`src/rtl/fetch_pkg.sv`:
```
// Shared fetch-path types and constants.
//   fetch_entry_t : one prefetched instruction {pc, instr}
//   PC_INCR       : byte stride between sequential fetches
package fetch_pkg;

   localparam int unsigned FETCH_XLEN = 32;
   localparam int unsigned PC_INCR    = 4;

   typedef struct packed {
      logic [FETCH_XLEN-1:0] pc;
      logic [FETCH_XLEN-1:0] instr;
   } fetch_entry_t;

endpackage

```
`src/rtl/fetch_fifo.sv`:
```
// Prefetch queue: circular buffer with push/pop/flush and occupancy count.
//   clk, rst          : clock, async active-high reset
//   push, push_data   : write tail (ignored while flush is high)
//   pop               : advance head (ignored while empty or flushing)
//   flush             : empty the queue at the next edge
//   head_data, empty  : current head entry and empty flag
//   count             : number of valid entries
module fetch_fifo #(
   parameter int unsigned WIDTH = 64,
   parameter int unsigned DEPTH = 4,
   localparam int unsigned CNT_W = $clog2(DEPTH + 1)
) (
   input  logic             clk,
   input  logic             rst,
   input  logic             push,
   input  logic [WIDTH-1:0] push_data,
   input  logic             pop,
   input  logic             flush,
   output logic [WIDTH-1:0] head_data,
   output logic             empty,
   output logic [CNT_W-1:0] count
);

   localparam int unsigned PTR_W = $clog2(DEPTH);

   logic [WIDTH-1:0] mem_q [DEPTH];
   logic [PTR_W-1:0] wr_ptr_q, wr_ptr_d;
   logic [PTR_W-1:0] rd_ptr_q, rd_ptr_d;
   logic [CNT_W-1:0] count_q, count_d;
   logic             push_en, pop_en, full;

   assign empty     = (count_q == '0);
   assign full      = (count_q == CNT_W'(DEPTH));
   assign count     = count_q;
   assign head_data = mem_q[rd_ptr_q];

   // Pointers wrap naturally because DEPTH is a power of two.
   always_comb begin
      wr_ptr_d = wr_ptr_q;
      rd_ptr_d = rd_ptr_q;
      count_d  = count_q;
      push_en  = push && !flush;
      pop_en   = pop && !flush && !empty;
      if (flush) begin
         wr_ptr_d = '0;
         rd_ptr_d = '0;
         count_d  = '0;
      end else begin
         if (push_en) wr_ptr_d = wr_ptr_q + PTR_W'(1);
         if (pop_en)  rd_ptr_d = rd_ptr_q + PTR_W'(1);
         case ({push_en, pop_en})
            2'b10:   count_d = count_q + CNT_W'(1);
            2'b01:   count_d = count_q - CNT_W'(1);
            default: count_d = count_q;
         endcase
      end
   end

   always_ff @(posedge clk or posedge rst) begin
      if (rst) begin
         wr_ptr_q <= '0;
         rd_ptr_q <= '0;
         count_q  <= '0;
      end else begin
         wr_ptr_q <= wr_ptr_d;
         rd_ptr_q <= rd_ptr_d;
         count_q  <= count_d;
      end
   end

   // Storage needs no reset; validity is tracked by count_q.
   always_ff @(posedge clk) begin
      if (push_en) mem_q[wr_ptr_q] <= push_data;
   end

   // Request throttling upstream must make a push into a full queue impossible.
   no_overflow_a: assert property (@(posedge clk) disable iff (rst) !(push && full));

endmodule

```
`src/rtl/fetch_unit.sv`:
```
// Instruction fetch front end: sequential PC generation, one-cycle memory
// interface, prefetch queue and redirect handling.
//   clk, rst                  : clock, async active-high reset
//   imem_req, imem_addr       : read request and word-aligned byte address
//   imem_rvalid, imem_rdata   : response, exactly one cycle after imem_req
//   redirect_valid/_pc        : branch/jump redirect from execute
//   instr_valid/_ready        : handshake to decode
//   instr, instr_pc           : head instruction and its PC
module fetch_unit
   import fetch_pkg::*;
#(
   parameter int unsigned            DATA_WIDTH = 32,
   parameter int unsigned            DEPTH      = 4,
   parameter logic [DATA_WIDTH-1:0]  RESET_PC   = DATA_WIDTH'(32'h0)
) (
   input  logic                  clk,
   input  logic                  rst,
   output logic                  imem_req,
   output logic [DATA_WIDTH-1:0] imem_addr,
   input  logic                  imem_rvalid,
   input  logic [DATA_WIDTH-1:0] imem_rdata,
   input  logic                  redirect_valid,
   input  logic [DATA_WIDTH-1:0] redirect_pc,
   output logic                  instr_valid,
   input  logic                  instr_ready,
   output logic [DATA_WIDTH-1:0] instr,
   output logic [DATA_WIDTH-1:0] instr_pc
);

   localparam int unsigned CNT_W = $clog2(DEPTH + 1);
   localparam int unsigned OCC_W = CNT_W + 1;
   localparam int unsigned ENT_W = 2 * DATA_WIDTH;

   logic [DATA_WIDTH-1:0] fetch_pc_q, fetch_pc_d;
   logic [DATA_WIDTH-1:0] req_pc_q, req_pc_d;
   logic                  inflight_q, inflight_d;

   logic [CNT_W-1:0]      q_count;
   logic                  q_empty, q_push, q_pop;
   logic [ENT_W-1:0]      q_head, q_push_data;
   logic [OCC_W-1:0]      occupancy;
   logic                  redirect_lsb_unused;

   assign redirect_lsb_unused = ^redirect_pc[1:0];

   // Throttle on registered occupancy only, so decode's ready never reaches imem_req.
   always_comb begin
      occupancy   = OCC_W'(q_count) + OCC_W'(inflight_q);
      imem_req    = !rst && !redirect_valid && (occupancy < OCC_W'(DEPTH));
      imem_addr   = fetch_pc_q;
      instr_valid = !q_empty;
      // Queue entry layout matches fetch_entry_t: {pc, instr}.
      instr_pc    = q_head[ENT_W-1:DATA_WIDTH];
      instr       = q_head[DATA_WIDTH-1:0];
      // A response arriving during a redirect belongs to the old path and is dropped.
      q_push      = imem_rvalid && inflight_q && !redirect_valid;
      q_push_data = {req_pc_q, imem_rdata};
      q_pop       = instr_valid && instr_ready && !redirect_valid;
   end

   // Next fetch PC, in-flight flag and the address a response will belong to.
   always_comb begin
      fetch_pc_d = fetch_pc_q;
      inflight_d = imem_req;
      req_pc_d   = fetch_pc_q;
      if (redirect_valid) begin
         fetch_pc_d = {redirect_pc[DATA_WIDTH-1:2], 2'b00};
      end else if (imem_req) begin
         fetch_pc_d = fetch_pc_q + DATA_WIDTH'(PC_INCR);
      end
   end

   always_ff @(posedge clk or posedge rst) begin
      if (rst) begin
         fetch_pc_q <= {RESET_PC[DATA_WIDTH-1:2], 2'b00};
         req_pc_q   <= '0;
         inflight_q <= 1'b0;
      end else begin
         fetch_pc_q <= fetch_pc_d;
         req_pc_q   <= req_pc_d;
         inflight_q <= inflight_d;
      end
   end

   fetch_fifo #(
      .WIDTH (ENT_W),
      .DEPTH (DEPTH)
   ) u_fifo (
      .clk       (clk),
      .rst       (rst),
      .push      (q_push),
      .push_data (q_push_data),
      .pop       (q_pop),
      .flush     (redirect_valid),
      .head_data (q_head),
      .empty     (q_empty),
      .count     (q_count)
   );

endmodule

```
`config.mk`:
```
export PLATFORM = sky130hd
export DESIGN_NAME = fetch_unit
export DESIGN_NICKNAME = d
export VERILOG_FILES = /design/src/rtl/fetch_pkg.sv /design/src/rtl/fetch_fifo.sv /design/src/rtl/fetch_unit.sv
export SDC_FILE = /design/constraint.sdc
export NUM_CORES = 1
export LEC_CHECK = 0
export BUFFER_PORTS_ARGS = -buffer_cell sky130_fd_sc_hd__buf_2
export CORE_UTILIZATION = 51
export CTS_CLUSTER_SIZE = 10
export DETAILED_ROUTE_END_ITERATION = 10
export GPL_ROUTABILITY_DRIVEN = 0
export GPL_TIMING_DRIVEN = 1
export HOLD_SLACK_MARGIN = 0.06
export PLACE_DENSITY = 0.75
export SLEW_MARGIN = 5
export SYNTH_ARGS = -nofsm -noshare
export SYNTH_HDL_FRONTEND = slang
export SYNTH_SLANG_ARGS = --single-unit
```
`constraint.sdc`:
```
create_clock -name clk -period 2.4 [get_ports clk]
set_clock_uncertainty 0.1 [all_clocks]
set_input_delay 0.48 -clock clk [delete_from_list [all_inputs] [get_ports clk]]
set_output_delay 0.48 -clock clk [all_outputs]
set_load 0.005 [all_outputs]
```
Word level (Yosys, flattened, before mapping) --
Memory sizes are Yosys's and may differ from the RTL's. Index checks and enable logic that the tools add are counted.
Word-level totals: flip-flop bits (word level) 72, bits in writable memories 256, input port bits 69, word-level logic and storage cells 43, memories 1
Memories:
- u_fifo.mem_q | depth 4, width 64, rd ports 1, clocked after Yosys merged registers in 0, write ports 1, line fetch_fifo.sv:26 | logic [WIDTH-1:0] mem_q [DEPTH];
Operators by class: $add $sub $neg 6, magnitude comparators 1, eq/ne operators 2, mux-type cells 10, reduce and logical (&&, ||, !) cells 17
Operator list (count):
- two-way mux 32 bit | 2
- adder 32 x 3 -> 32 bit (second input constant) | 1
- logical AND 1 bit | 9
- two-way mux 2 bit | 4
- one-hot mux 3 bit (2 select lines) | 1
- nonzero test 2 bit | 3
- adder 2 x 1 -> 2 bit (second input constant) | 2
- adder 3 x 1 -> 4 bit | 1
- < comparator 4 x 3 -> 1 bit (second input constant) | 1
- adder 3 x 1 -> 3 bit (second input constant) | 1
- logical NOT 1 bit | 3
- logical NOT 3 bit | 1
- two-way mux 3 bit | 1
- nonzero test 3 bit | 1
- subtractor 3 x 1 -> 3 bit (second input constant) | 1
- equality test 2 x 1 -> 1 bit (second input constant) | 1
- equality test 2 bit (second input constant) | 1
- two-way mux 1 bit | 2

Depth between registers and ports, before layout --
word-level depth 9, depth in mapped cells 9

By module --
From an unflattened synthesis, not the netlist that was laid out.
Unflattened totals: cell total of the unflattened synthesis 643, area, all modules 12441.9 um^2
Modules (own cells, without submodules):
- fetch_fifo | times used 1, cells each 386, area each 9755.6 um^2, sequential area each 7862.5 um^2
- fetch_unit | times used 1, cells each 257, area each 2686.3 um^2, sequential area each 1526.5 um^2

Worst setup path before layout --
Ideal clock, no wire load.
path kind input port to flip-flop, start point in redirect_valid, end point mem u_fifo.mem_q[0][0], enable pin, arrival time 2.501 ns, data required time 1.873 ns, setup slack -0.627 ns, cell stages on the path 4, path buffers 2, cells stage by stage clkbuf_1 > clkbuf_1 > nor2_1 > and2_1
Between the ends: longest elaborated chain between the ends 5
RTL lines:
- start: declaration | line fetch_unit.sv:22 | input logic redirect_valid,
- logical NOT 1 bit (*) | line fetch_fifo.sv:42, fetch_unit.sv:56
- logical AND 1 bit | line fetch_unit.sv:56 | q_push = imem_rvalid && inflight_q && !redirect_valid;
- logical AND 1 bit (*) | line fetch_fifo.sv:42 | push_en = push && !flush;
- two-way mux 1 bit (*) | line fetch_fifo.sv:73 | if (push_en) mem_q[wr_ptr_q] <= push_data;
- two-way mux 1 bit (implied by the code) (*) | line fetch_fifo.sv:73
- end: declaration | line fetch_fifo.sv:26
Every way passes the cells marked *; elsewhere a longest branch is shown, timed or not.

Worst setup path in the final report --
start point reg u_fifo.rd_ptr_q[0], end point out instr_pc[14]
Between the ends: longest elaborated chain between the ends 1
RTL lines:
- start: declaration | line fetch_fifo.sv:28 | logic [PTR_W-1:0] rd_ptr_q, rd_ptr_d;
- start signal: assignment | line fetch_fifo.sv:66 | rd_ptr_q <= rd_ptr_d;
- memory read (4 x 64 bit)
- end: declaration | line fetch_unit.sv:27 | output logic [DATA_WIDTH-1:0] instr_pc
Every way passes these cells.

==> impl_metrics.env <==
export IMPL_status="finished, violations left"
export IMPL_die_area_sq_um=24190
export IMPL_power_density_nw_per_um2=950.6
export IMPL_violations="negative setup slack"
export IMPL_worstHoldPathType="in2reg"
export IMPL_clock_path_buffers=3
export IMPL_synth_top_area_share_pct=61.95
export IMPL_crit_fanout=7
export IMPL_htreeDepth=2
export IMPL_fp_dieH_um=155.5
export IMPL_ys_ff_latch=316
export IMPL_drc=0
export IMPL_layout_min_cycle_time_ns=2.509
export IMPL_syn_inst=613
export IMPL_relSlewSlack_pct=50.95
export IMPL_path_class="reg2out"
export IMPL_clk_latency_ns=0.50
export IMPL_cts_root_buf="clkbuf_16"
export IMPL_cp_start_kind="flip-flop"
export IMPL_syn_to_final_growth_pct=23.02
export IMPL_worst_pin_slew_ns=0.7346
export IMPL_synth_ff_type="edfxtp_1"
export IMPL_fin_nets=911
export IMPL_viasPerCell=5.804
export IMPL_synth_warnings=0
export IMPL_ir_drop_mv=0.3918
export IMPL_ios=167
export IMPL_ant_nets=0
export IMPL_synth_top_area_cell="edfxtp_1"
export IMPL_ys_seq_area_share_pct=76.10
export IMPL_grt_ovfl_total=0
export IMPL_diodes=0
export IMPL_avgSynthCellArea_sq_um=19.61
export IMPL_drt_pass1_iterations=5
export IMPL_setup_violations=57
export IMPL_hold_violations=0
export IMPL_max_freq_mhz=398.5
export IMPL_cts_tree="yes"
export IMPL_num_rows=55
export IMPL_finalMaxSlewViolations=0
export IMPL_cap_violations=0
export IMPL_core_sq_um=22850
export IMPL_timing_setup_tns_ns=-3.887
export IMPL_drt_total_wl_mm=25.10
export IMPL_antenna_found_initial=1
export IMPL_grt_setup_unrepaired="yes"
export IMPL_initial_utilization_pct=52.62
export IMPL_cp_arrival_ns=1.93
export IMPL_drive_above_1_share_pct=39.43
export IMPL_num_vias=6733
export IMPL_numPortBuffers=160
export IMPL_dp_hpwl_mm=16.28
export IMPL_setup_ws_ns=-0.1093
export IMPL_critPathRequiredTime_ns=1.82
export IMPL_grt_pass1_vias=7008
export IMPL_p_total_uw=14060
export IMPL_fillCellCount=1552
export IMPL_yosys_top_cells_area="edfxtp_1, dfrtp_1, mux4_2"
export IMPL_post_drt_wl_per_cell_um=21.64
export IMPL_async_flop_share_pct=21.52
export IMPL_end_kind="primary output"
export IMPL_cts_made_buffers=37
export IMPL_netlist_area_sq_um=12020
export IMPL_synth_cell_types=50
export IMPL_groute_usage_overall_pct=21.40
export IMPL_leakagePower_uw=0.005276
export IMPL_synth_edf_count=248
export IMPL_grt_pass1_wl_mm=38.83
export IMPL_grt_max_degree=47
export IMPL_finalCritPeriodShare_pct=104.6
export IMPL_drt_first_iter_violations=552
export IMPL_die_w_um=155.5
export IMPL_clkTransAtPathRegs_ns=0.05
export IMPL_cts_sinks=316
cells by family (layout without fill, tap and decap cells):
| group | count (synthesis) | after routing | synth area share, % |
|---|---|---|---|
| AOI/OAI and AO/OA | 60 | 60 | 3.893 |
| xor gates and xnor gates | 9 | 9 | 0.6557 |
| adders and majority gates | 6 | 6 | 0.6869 |
| buffers and inverters | 44 | 275 | 1.676 |
| DFF | 316 | 316 | 76.10 |
| muxes | 66 | 66 | 11.95 |
| other | 1 | 4 | 0.03119 |
| and+or+nand+nor | 111 | 111 | 5.006 |
cells in the final DEF, fill, tap and decap left out, types with 3 or more instances in the layout:
| master | synthesis | routed |
|---|---|---|
| edfxtp_1 | 248 | 248 |
| buf_2 | 8 | 150 |
| dfrtp_1 | 68 | 65 |
| mux4_2 | 62 | 62 |
| nand2_1 | 40 | 40 |
| clkbuf_16 | 0 | 37 |
| buf_4 | 5 | 33 |
| o211ai_1 | 15 | 15 |
| nor2_1 | 15 | 14 |
| buf_12 | 0 | 14 |
| nand3_1 | 12 | 12 |
| clkbuf_1 | 16 | 12 |
| buf_6 | 1 | 11 |
| o311ai_0 | 12 | 10 |
| inv_1 | 10 | 9 |
| a221o_1 | 8 | 8 |
| o21ai_0 | 8 | 8 |
| nand4_1 | 8 | 8 |
| xnor2_1 | 8 | 8 |
| nor3_1 | 5 | 5 |
| o21ai_1 | 5 | 5 |
| ha_1 | 5 | 5 |
| mux2i_1 | 4 | 4 |
| and2_4 | 0 | 4 |
| a22oi_1 | 4 | 4 |
| conb_1 | 1 | 4 |
| nand2b_1 | 3 | 3 |
| nor4_1 | 3 | 3 |
| o41ai_1 | 3 | 3 |
| nor4_2 | 3 | 3 |
| buf_16 | 0 | 3 |
area by class of cell:
type                            instances  area (sq um)  share of cell area, %
Clock buffer                           49         970.9                  6.565
Clock inverter                          1         5.005                0.03384
Inverter                               11         41.29                 0.2792
Multi-Input combinational cell        256          2698                  18.24
Sequential cell                       316          9158                  61.92
Tap cell                              313         391.6                  2.648
Timing Repair Buffer                  214          1525                  10.31
power by group:
part           switching (uW)  leakage [uW]  internal [uW]
sequential                268       0.00307           6220
combinational            1220       0.00173           1680
clock                    1900      0.000474           2780
total                    3390       0.00528          10700
layer usage:
layer	track usage, %	vias to the layer above	wire [um]
met5	0	-	13
met4	6.069	2	510
met3	5.389	56	2097
met2	35.47	342	12190
met1	28.32	3411	10290
li1	-	2922	-
Yosys cell counts (6+ instances only):
master,count
nand4_1,8
a221o_1,8
o211ai_1,15
buf_2,8
o311ai_0,12
nand3_1,12
mux4_2,62
nand2_1,40
nor2_1,15
and2_1,6
inv_1,10
edfxtp_1,248
clkbuf_1,16
o21ai_0,8
xnor2_1,8
dfrtp_1,68
registers in the layout (all words and copies together), names as in the netlist:
register and count:
u_fifo.wr_ptr_q 2, u_fifo.count 3, req_pc_q 30, u_fifo.rd_ptr_q 2, imem_addr 30, inflight_q 1
u_fifo.mem_q 248
what timing repair did:
action | in CTS | in global routing
endpoints found under the setup margin | 62 | 70
cloned | 3 | 0
resized for setup | 19 | 9
setup buffers | 7 | 1
hold buffers | 1 | 0
hold endpoints to repair | 31 | 0
per-stage QoR:
step | utilization (%) | area [sq um] | hold WS (ns) | setup WS (ns) | std cells
2_1_floorplan | - | 12040 | 0.2909 | 0.04902 | 616
3_3_place_gp | 59.28 | 13540 | 0.3415 | 0.1769 | 1099
3_5_place_dp | 59.28 | 13540 | 0.3794 | -0.06824 | 1099
4_1_cts | 64.57 | 14750 | 0.07251 | -0.1505 | 1159
5_1_grt | 64.73 | 14790 | 0.08058 | -0.1610 | 1160
6_report | 64.73 | 14790 | 0.09429 | -0.1093 | 1160
worst paths after layout:
kind | start | to | slack [ns] | depth (start not counted)
min in group asynchronous | rst | u_fifo.count[1]$_DFFE_PP0P_ | 0.60 | 3
worst min-delay path | imem_rdata[27] | u_fifo.mem_q[2][27]$_DFFE_PP_ | 0.09 | 1
worst max-delay path | u_fifo.rd_ptr_q[0]$_DFFE_PP0P_ | instr_pc[14] | -0.11 | 4
max in group asynchronous | rst | req_pc_q[13]$_DFF_PP0_ | 0.94 | 4
worst max register to register | imem_addr[6]$_DFFE_PP0N_ | imem_addr[17]$_DFFE_PP0N_ | 0.15 | 5
worst min register to register | req_pc_q[15]$_DFF_PP0_ | u_fifo.mem_q[2][47]$_DFFE_PP_ | 0.38 | 0
worst max-delay path, stage by stage (launching register included):
cell and delay, ns:
dfrtp_4 0.45, buf_12 0.16, buf_12 0.14, mux4_2 0.52
buf_2 0.15
Power figures use the tool's default switching activity.
